File: config.mk
export PLATFORM = sky130hd
export DESIGN_NAME = vga_pattern_gen
export DESIGN_NICKNAME = d
export VERILOG_FILES = /design/src/rtl/vga_pattern_gen_pkg.sv /design/src/rtl/vga_delay_line.sv /design/src/rtl/vga_pattern_gen.sv
export SDC_FILE = /design/constraint.sdc
export NUM_CORES = 1
export LEC_CHECK = 0
export ABC_AREA = 1
export CAP_MARGIN = 20
export CORE_UTILIZATION = 48
export CTS_BUF_LIST = sky130_fd_sc_hd__clkbuf_4
export DETAILED_ROUTE_END_ITERATION = 7
export GPL_ROUTABILITY_DRIVEN = 0
export HOLD_SLACK_MARGIN = 0.03
export PLACE_DENSITY_LB_ADDON = 0.05
export SYNTH_ARGS = -nofsm -noshare
export SYNTH_HDL_FRONTEND = slang
export SYNTH_HIERARCHICAL = 1
export SYNTH_SLANG_ARGS = --single-unit
export TNS_END_PERCENT = 100
File: constraint.sdc
create_clock -name pclk -period 1.45 [get_ports pclk]
set_input_delay 0.2175 -clock pclk [delete_from_list [all_inputs] [get_ports pclk]]
set_output_delay 0.2175 -clock pclk [all_outputs]
set_load 0.01 [all_outputs]
File: src/rtl/vga_pattern_gen_pkg.sv
// Shared pattern-generator definitions: mode codes, colour constants and the bar colour table.
package vga_pattern_gen_pkg;

  typedef enum logic [1:0] {
    MODE_BORDER = 2'd0,
    MODE_CHECK  = 2'd1,
    MODE_GRAD   = 2'd2,
    MODE_BARS   = 2'd3
  } mode_e;

  localparam logic [11:0] BLACK   = 12'h000;
  localparam logic [11:0] WHITE   = 12'hfff;
  localparam logic [11:0] YELLOW  = 12'hff0;
  localparam logic [11:0] CYAN    = 12'h0ff;
  localparam logic [11:0] GREEN   = 12'h0f0;
  localparam logic [11:0] MAGENTA = 12'hf0f;
  localparam logic [11:0] RED     = 12'hf00;
  localparam logic [11:0] BLUE    = 12'h00f;
  localparam logic [11:0] GRAY    = 12'h888;

  function automatic logic [11:0] bar_color(input logic [2:0] idx);
    logic [11:0] c;
    case (idx)
      3'd0:    c = WHITE;
      3'd1:    c = YELLOW;
      3'd2:    c = CYAN;
      3'd3:    c = GREEN;
      3'd4:    c = MAGENTA;
      3'd5:    c = RED;
      3'd6:    c = BLUE;
      default: c = BLACK;
    endcase
    return c;
  endfunction

endpackage

File: src/rtl/vga_delay_line.sv
// Fixed-depth shift register with async reset to zero; latency is DEPTH cycles.
module vga_delay_line #(
  parameter int WIDTH = 1,
  parameter int DEPTH = 1
) (
  input  logic             pclk,
  input  logic             rst,
  input  logic [WIDTH-1:0] din,
  output logic [WIDTH-1:0] dout
);

  logic [WIDTH-1:0] pipe_q [DEPTH];
  logic [WIDTH-1:0] pipe_d [DEPTH];

  always_comb begin
    pipe_d[0] = din;
    for (int i = 1; i < DEPTH; i++) begin
      pipe_d[i] = pipe_q[i-1];
    end
  end

  always_ff @(posedge pclk or posedge rst) begin
    if (rst) begin
      for (int i = 0; i < DEPTH; i++) begin
        pipe_q[i] <= '0;
      end
    end else begin
      pipe_q <= pipe_d;
    end
  end

  assign dout = pipe_q[DEPTH-1];

endmodule

File: src/rtl/vga_pattern_gen.sv
// Background test-pattern stage: border/checker/gradient/scrolling bars, config latched at frame start.
// Timing and colour leave PIPE_STAGES cycles after entry; frame_cnt is undelayed.
module vga_pattern_gen
  import vga_pattern_gen_pkg::*;
#(
  parameter int H_ACTIVE    = 800,
  parameter int V_ACTIVE    = 600,
  parameter int CNT_W       = 11,
  parameter int BORDER_W    = 1,
  parameter int CHECK_LOG2  = 5,
  parameter int BAR_LOG2    = 7,
  parameter int SCROLL_STEP = 2,
  parameter int PIPE_STAGES = 2
) (
  input  logic             pclk,
  input  logic             rst,
  input  logic [CNT_W-1:0] vcount_in,
  input  logic             vsync_in,
  input  logic             vblnk_in,
  input  logic [CNT_W-1:0] hcount_in,
  input  logic             hsync_in,
  input  logic             hblnk_in,
  input  logic [1:0]       mode_in,
  input  logic [11:0]      fill_in,
  input  logic             cfg_wr,
  output logic [CNT_W-1:0] vcount_out,
  output logic             vsync_out,
  output logic             vblnk_out,
  output logic [CNT_W-1:0] hcount_out,
  output logic             hsync_out,
  output logic             hblnk_out,
  output logic [11:0]      rgb_out,
  output logic [7:0]       frame_cnt
);

  localparam int SUM_W  = CNT_W + 1;
  localparam int TIM_W  = 2 * CNT_W + 4;

  localparam logic [CNT_W-1:0] H_MAX     = CNT_W'(H_ACTIVE);
  localparam logic [CNT_W-1:0] V_MAX     = CNT_W'(V_ACTIVE);
  localparam logic [CNT_W-1:0] BW        = CNT_W'(BORDER_W);
  localparam logic [CNT_W-1:0] H_BORD_HI = CNT_W'(H_ACTIVE - BORDER_W);
  localparam logic [CNT_W-1:0] V_BORD_HI = CNT_W'(V_ACTIVE - BORDER_W);

  logic        vblnk_prev_q, vblnk_prev_d;
  mode_e       shadow_mode_q, shadow_mode_d;
  logic [11:0] shadow_fill_q, shadow_fill_d;
  mode_e       act_mode_q, act_mode_d;
  logic [11:0] act_fill_q, act_fill_d;
  logic [7:0]  frame_cnt_q, frame_cnt_d;

  logic             boundary;
  logic [SUM_W-1:0] bar_sum;
  logic [2:0]       bar_idx;
  logic [11:0]      pix_rgb;
  logic [TIM_W-1:0] timing_dly;

  // Active config is loaded from the shadow that existed before this edge, so a
  // cfg_wr coinciding with the boundary only lands one frame later.
  always_comb begin
    boundary      = vblnk_in & ~vblnk_prev_q;
    vblnk_prev_d  = vblnk_in;
    shadow_mode_d = shadow_mode_q;
    shadow_fill_d = shadow_fill_q;
    act_mode_d    = act_mode_q;
    act_fill_d    = act_fill_q;
    frame_cnt_d   = frame_cnt_q;
    if (cfg_wr) begin
      shadow_mode_d = mode_e'(mode_in);
      shadow_fill_d = fill_in;
    end
    if (boundary) begin
      act_mode_d  = shadow_mode_q;
      act_fill_d  = shadow_fill_q;
      frame_cnt_d = frame_cnt_q + 8'd1;
    end
  end

  always_ff @(posedge pclk or posedge rst) begin
    if (rst) begin
      vblnk_prev_q  <= 1'b0;
      shadow_mode_q <= MODE_BORDER;
      shadow_fill_q <= GRAY;
      act_mode_q    <= MODE_BORDER;
      act_fill_q    <= GRAY;
      frame_cnt_q   <= 8'd0;
    end else begin
      vblnk_prev_q  <= vblnk_prev_d;
      shadow_mode_q <= shadow_mode_d;
      shadow_fill_q <= shadow_fill_d;
      act_mode_q    <= act_mode_d;
      act_fill_q    <= act_fill_d;
      frame_cnt_q   <= frame_cnt_d;
    end
  end

  always_comb begin
    bar_sum = SUM_W'(hcount_in) + SUM_W'(frame_cnt_q) * SUM_W'(SCROLL_STEP);
    bar_idx = 3'(bar_sum >> BAR_LOG2);
    pix_rgb = BLACK;
    if (!(vblnk_in || hblnk_in) && (hcount_in < H_MAX) && (vcount_in < V_MAX)) begin
      case (act_mode_q)
        MODE_BORDER: begin
          if (vcount_in < BW)              pix_rgb = YELLOW;
          else if (vcount_in >= V_BORD_HI) pix_rgb = RED;
          else if (hcount_in < BW)         pix_rgb = GREEN;
          else if (hcount_in >= H_BORD_HI) pix_rgb = BLUE;
          else                             pix_rgb = act_fill_q;
        end
        MODE_CHECK:
          pix_rgb = (hcount_in[CHECK_LOG2] ^ vcount_in[CHECK_LOG2]) ? ~act_fill_q : act_fill_q;
        MODE_GRAD:
          pix_rgb = {hcount_in[9:6], vcount_in[9:6], act_fill_q[3:0]};
        MODE_BARS:
          pix_rgb = bar_color(bar_idx);
      endcase
    end
  end

  vga_delay_line #(.WIDTH(TIM_W), .DEPTH(PIPE_STAGES)) u_timing_dly (
    .pclk (pclk),
    .rst  (rst),
    .din  ({vcount_in, vsync_in, vblnk_in, hcount_in, hsync_in, hblnk_in}),
    .dout (timing_dly)
  );

  vga_delay_line #(.WIDTH(12), .DEPTH(PIPE_STAGES)) u_rgb_dly (
    .pclk (pclk),
    .rst  (rst),
    .din  (pix_rgb),
    .dout (rgb_out)
  );

  assign {vcount_out, vsync_out, vblnk_out, hcount_out, hsync_out, hblnk_out} = timing_dly;
  assign frame_cnt = frame_cnt_q;

endmodule

== Word level (Yosys, flattened, before mapping) ==
Cells that the tools add are included.

* Bits in registers: 113
* Input bits: 43
* Output and inout bits: 46
* Word-level logic and storage cells: 45

* Add/sub/neg operators: 2
* Order comparisons: 6
* Eq/ne operators: 9
* Muxes and demuxes: 8
* Bitwise logic cells: 4
* Reduce and logical (&&, ||, !) cells: 6

{| class="wikitable"
|+ Operator list
! cell !! number
|-
| case mux 12 bit (7 select lines) || 1
|-
| two-way mux 12 bit || 6
|-
| case mux 12 bit (4 select lines) || 1
|-
| >= comparator 11 x 10 -> 1 bit, second input constant || 2
|-
| < comparator 11 x 1 -> 1 bit, second input constant || 2
|-
| < comparator 11 x 10 -> 1 bit, second input constant || 2
|-
| inverter 12 bit || 1
|-
| adder 10 x 9 -> 10 bit || 1
|-
| == test 3 bit, second input constant || 3
|-
| adder 8 x 1 -> 8 bit, second input constant || 1
|-
| == test 3 x 2 -> 1 bit, second input constant || 2
|-
| == test 2 bit, second input constant || 2
|-
| == test 3 x 1 -> 1 bit, second input constant || 1
|-
| zero test 3 bit || 1
|-
| == test 2 x 1 -> 1 bit, second input constant || 1
|-
| logical AND 1 bit || 2
|-
| zero test 2 bit || 1
|-
| AND 1 bit || 1
|-
| zero test 1 bit || 1
|-
| logical OR 1 bit || 1
|-
| inverter 1 bit || 1
|-
| XOR 1 bit || 1
|}

== Depth between registers and ports, before layout ==
* Depth after elaboration: 7
* Depth in mapped cells: 11
* Gate-level depth less buffers: 11

== Modules after synthesis ==
The synthesis kept the hierarchy.

{| class="wikitable"
|+ Modules (own cells, without submodules)
! module !! instances !! cells an instance !! area an instance (µm²) !! seq. area each (µm²)
|-
| vga_pattern_gen || 1 || 388 || 2623.8 || 933.4
|-
| vga_delay_line (u_timing_dly) || 1 || 53 || 1305.0 || 1301.2
|-
| vga_delay_line (u_rgb_dly) || 1 || 25 || 604.3 || 600.6
|}

== Least setup slack after synthesis ==
OpenSTA, ideal clock, no wires.

* Path kind: register -> register
* Start point: register frame_cnt_q[6], in the netlist frame_cnt[6]
* End point: register u_rgb_dly.pipe_q (netlist bit u_rgb_dly/pipe_d[10])
* Setup time: 0.071 ns
* Data arrival time: 1.476 ns
* Setup slack: -0.097 ns
* Stages on the path, launching flop included: 10
* Path buffers: 0
* Clock period less this slack: 1.547 ns
* Path through: dfrtp_1 -> ha_1 -> inv_1 -> nor3_1 -> nor2_1 -> nand3_1 -> nand2_1 -> nor2_1 -> nor2_1 -> nor2_1

* Word-level cells in the longest chain between the ends: 5
* Elaborated cells on any way between the ends: 11

{| class="wikitable"
|+ Ends and longest elaborated chain
! item !! line !! source
|-
| from (decl) || vga_pattern_gen.sv:50 || <nowiki>logic [7:0] frame_cnt_q, frame_cnt_d;</nowiki>
|-
| from (signal assigned) || vga_pattern_gen.sv:93 || <nowiki>frame_cnt_q <= frame_cnt_d;</nowiki>
|-
| adder 10 x 9 -> 10 bit * || vga_pattern_gen.sv:98 || <nowiki>bar_sum = SUM_W'(hcount_in) + SUM_W'(frame_cnt_q) * SUM_W'(SCROLL_STEP);</nowiki>
|-
| == test 3 bit, or another cell as far along || vga_pattern_gen_pkg.sv:23 || <nowiki>case (idx)</nowiki>
|-
| case mux 12 bit (7 select lines) * || vga_pattern_gen_pkg.sv:23 ||
|-
| case mux 12 bit (4 select lines) * || vga_pattern_gen.sv:102 || <nowiki>case (act_mode_q)</nowiki>
|-
| two-way mux 12 bit * || vga_pattern_gen.sv:101 || <nowiki>if (!(vblnk_in || hblnk_in) && (hcount_in < H_MAX) && (vcount_in < V_MAX)) begin</nowiki>
|-
| via pix_rgb[10] || vga_pattern_gen.sv:55 || <nowiki>logic [11:0] pix_rgb;</nowiki>
|-
| to (signal assigned) || vga_delay_line.sv:28 || <nowiki>pipe_q <= pipe_d;</nowiki>
|-
| to (decl) || vga_delay_line.sv:12 || <nowiki>logic [WIDTH-1:0] pipe_q [DEPTH];</nowiki>
|}

Mark *: on every way through the listed nets, which the timed path passes. The rest lies on a longest branch.
A chain may end at the register's enable or synchronous reset.

== Worst setup path in the final report ==
* Start point: register frame_cnt_q[4], in the netlist frame_cnt[4]
* End point: register u_rgb_dly.pipe_q (netlist bit u_rgb_dly/pipe_d[11])

Same word-level chain as after synthesis.

==> impl_metrics.py <==
metrics = {
    "outcome": {
        "status": "finished with violations",
        "violations": "negative setup slack",
    },
    "pwr": {
        "clkPwrFrac_pct": 31.8,
        "internal_power_mw": 5.858,
        "switching_power_mw": 2.539,
        "comb_power_share_pct": 25.5,
        "power_leakage_nw": 3.200,
        "netSwitchingFraction_pct": 30.24,
        "seqPwrFrac_pct": 42.7,
        "ir_worst_vdd_uv": 909.1,
        "power_density_mw_per_mm2": 1299,
    },
    "cells_and_area": {
        "final_nets": 670,
        "multi_input_area_mm2": 0.001617,
        "regArea_mm2": 0.002839,
        "drive_gt1_share_pct": 25.00,
        "diodes": 0,
        "fillers": 713,
        "final_cell_area_mm2": 0.006462,
        "syn_to_final_growth_pct": 42.56,
        "final_core_util_pct": 70.27,
    },
    "timing": {
        "fmax_ghz": 0.5725,
        "hold-worst-slack_ns": 0.1678,
        "finalCritPeriodShare_pct": 120.5,
        "tightestPinTransition_ns": 0.3477,
        "tns_ns": -2.805,
        "setup_viol": 12,
        "timing.final.ws_setup_ns": -0.2967,
        "slew_headroom_pct": 76.75,
        "rsz0062_at_grt": "yes",
        "drv_slew": 0,
        "period_needed_ns": 1.747,
        "fin_skew_ns": 0.01146,
        "finalHoldViolations": 0,
    },
    "routing": {
        "wirelength_um": 9714,
        "drtIter0Drc": 119,
        "maxUsedRoutingLayer": "met4",
        "drc_errors": 0,
        "post_drt_wl_per_cell_um": 13.07,
        "routed-wl-met2_um": 4654,
        "drtPass1Iterations": 5,
        "dr_total_vias": 3573,
        "ant_nets": 0,
        "viasPerCell": 4.809,
        "wl_met1_um": 4365,
        "wl_met3_um": 453,
    },
    "floorplan": {
        "rows": 35,
        "die_h_um": 99.18,
        "start_util_pct": 49.29,
        "fp.dieArea_mm2": 0.009837,
        "die_w_um": 99.18,
        "num_io_pins": 89,
        "core_area_mm2": 0.009196,
    },
    "setup_path": {
        "critPathRequiredTime_ns": 1.88,
        "r2r-start": "frame_cnt[4]",
        "r2r-end": "u_rgb_dly/pipe_d[11]",
        "end_kind": "flop",
        "critPathLaunchType": "flop",
        "crit_type": "flop to flop",
        "r2r_cells": 12,
        "r2r_slack_ns": -0.30,
        "path_max_fanout": 4,
        "cp.arrival_ns": 2.18,
    },
    "yosys": {
        "ys_warn_count": 6,
        "synth_nets": 517,
        "yosysSeqAreaShare_pct": 62.54,
        "syn-cell-area_mm2": 0.004533,
        "synthCells": 466,
        "postSynthAreaPerCell_um2": 9.728,
        "ys_types": 31,
        "ys_ff_latch": 113,
    },
    "placement": {
        "dp_hpwl_um": 7020,
        "io_buffer_count": 88,
        "postPlaceCellArea_mm2": 0.006022,
        "place_ws_ns": -0.5765,
    },
    "clock_network": {
        "htree_levels": 4,
        "clk_pin_slew_ns": 0.11,
        "cts_tree": "yes",
        "cts_buffers": 17,
        "root_buffer": "clkbuf_4",
        "cts_num_sinks": 113,
        "cts_buffer_depth": 2,
        "holdBufCountCts": 0,
        "clock_latency_ns": 0.50,
    },
    "global_routing": {
        "grt_pass1_vias": 3549,
        "grt_pass1_wl_um": 16190,
        "grt-ovfl-total": 0,
        "grtUsageTotal_pct": 21.89,
        "antenna_found_initial": 0,
        "grt_max_degree": 53,
    },
    "run": {
        "cap_viol_max_count": 0,
    },
    "min_path": {
        "holdCritPathClass": "input port to async pin",
    },
}
==> power by group through the flow <==
stage / Clock [mW] / Sequential, mW / Combinational [mW]
4_1_cts: 2.74 / 3.58 / 2.10
3_3_place_gp: 0 / 3.67 / 1.83
2_1_floorplan: 0 / 3.72 / 0.946
3_5_place_dp: 0 / 3.68 / 1.87
6_report: 2.67 / 3.58 / 2.14
5_1_grt: 2.90 / 3.61 / 2.37
==> synthesized netlist by cell type, drive strengths merged <==
cell	n	share of area [%]
nand4	1	0.47
o21ai	36	4.0
buf	3	0.39
nor3	6	0.77
nand2	131	11
xnor2	3	0.58
and2	2	0.33
inv	52	4.3
o211ai	1	0.17
mux2	8	2.0
clkbuf	5	0.41
nor4	1	0.28
dfrtp	107	59
nand3	35	4.3
nor2	46	3.9
a21oi	6	1.2
a21o	1	0.17
dfstp	6	3.5
ha	8	2.2
xor2	4	0.77
clkinv	4	0.36
==> critical path, stage by stage (launching register included) <==
cell	delay [ns]
dfrtp_2	0.45
buf_6	0.13
ha_4	0.26
nand2_4	0.07
inv_4	0.07
nand2_2	0.04
nor2_1	0.08
nand2_1	0.11
nand3_2	0.08
nand2_2	0.06
nor2_4	0.16
nor2_1	0.07
nor2_1	0.10
==> state kept, by name, indices dropped and copies added, names as in the netlist <==
| name | count |
|---|---|
| u_rgb_dly/dout | 12 |
| u_timing_dly/pipe_d | 26 |
| shadow_mode_q | 2 |
| vblnk_prev_q | 1 |
| act_mode_q | 2 |
| u_rgb_dly/pipe_d | 12 |
| u_timing_dly/dout | 26 |
| act_fill_q | 12 |
| shadow_fill_q | 12 |
| frame_cnt | 8 |
==> placed cells by master (no fill, tap or decap), drive strengths merged, types with 8 or more instances in the layout <==
cell,n
buf,61
clkbuf,17
clkdlybuf4s15,8
clkdlybuf4s50,42
clkinv,10
dfrtp,107
dlygate4sd2,31
ha,8
inv,55
mux2,8
nand2,131
nand3,35
nor2,46
o21ai,36
==> worst max-delay path by stage <==
| stage | start | end | depth (start not counted) |
|---|---|---|---|
| after global routing | frame_cnt[5] | u_rgb_dly/pipe_d[8] | 12 |
| after CTS | frame_cnt[5] | u_rgb_dly/pipe_d[8] | 12 |
| final | frame_cnt[4] | u_rgb_dly/pipe_d[11] | 12 |
| after detailed placement | hcount_in[5] | u_rgb_dly/pipe_d[0] | 11 |
| after floorplan | frame_cnt[1] | u_rgb_dly/pipe_d[11] | 11 |
| after global placement | hcount_in[5] | u_rgb_dly/pipe_d[0] | 11 |
==> stage by stage <==
| stage | instances | power, mW |
|---|---|---|
| floorplan | 466 | 4.670 |
| global placement | 704 | 5.502 |
| detailed placement | 704 | 5.546 |
| CTS | 743 | 8.420 |
| global route | 743 | 8.880 |
| finish | 743 | 8.397 |
==> cell type report <==
class,instances,share of cell area (%)
Multi-Input combinational cell,289,25.01
Timing Repair Buffer,142,20.35
Clock inverter,15,3.214
Inverter,56,3.369
Clock buffer,17,1.975
Tap cell,111,2.149
Sequential cell,113,43.93
==> cells by family (layout without fill, tap and decap cells) <==
| logic type | Yosys count | after routing | synth area share (%) |
|---|---|---|---|
| AND/OR/NAND/NOR | 222 | 222 | 20.98 |
| multiplexers | 8 | 8 | 1.987 |
| buffers and inverters | 64 | 230 | 5.465 |
| AO/OA/AOI/OAI | 44 | 44 | 5.465 |
| adder cells (fa/ha/maj) | 8 | 8 | 2.208 |
| flip-flops | 113 | 113 | 62.54 |
| XOR/XNOR | 7 | 7 | 1.352 |
==> layer usage <==
metal,vias to the layer above,GRT usage (%)
met4,0,11.88
met3,20,4.779
met1,1670,27.69
li1,1769,-
met2,114,35.45
met5,-,0
==> what timing repair did <==
action | CTS | global route
pin swaps | 11 | 4
resized for setup | 95 | 12
endpoints found under the setup margin | 58 | 24
buffers inserted | 8 | 2
Power figures use the tool's default switching activity.
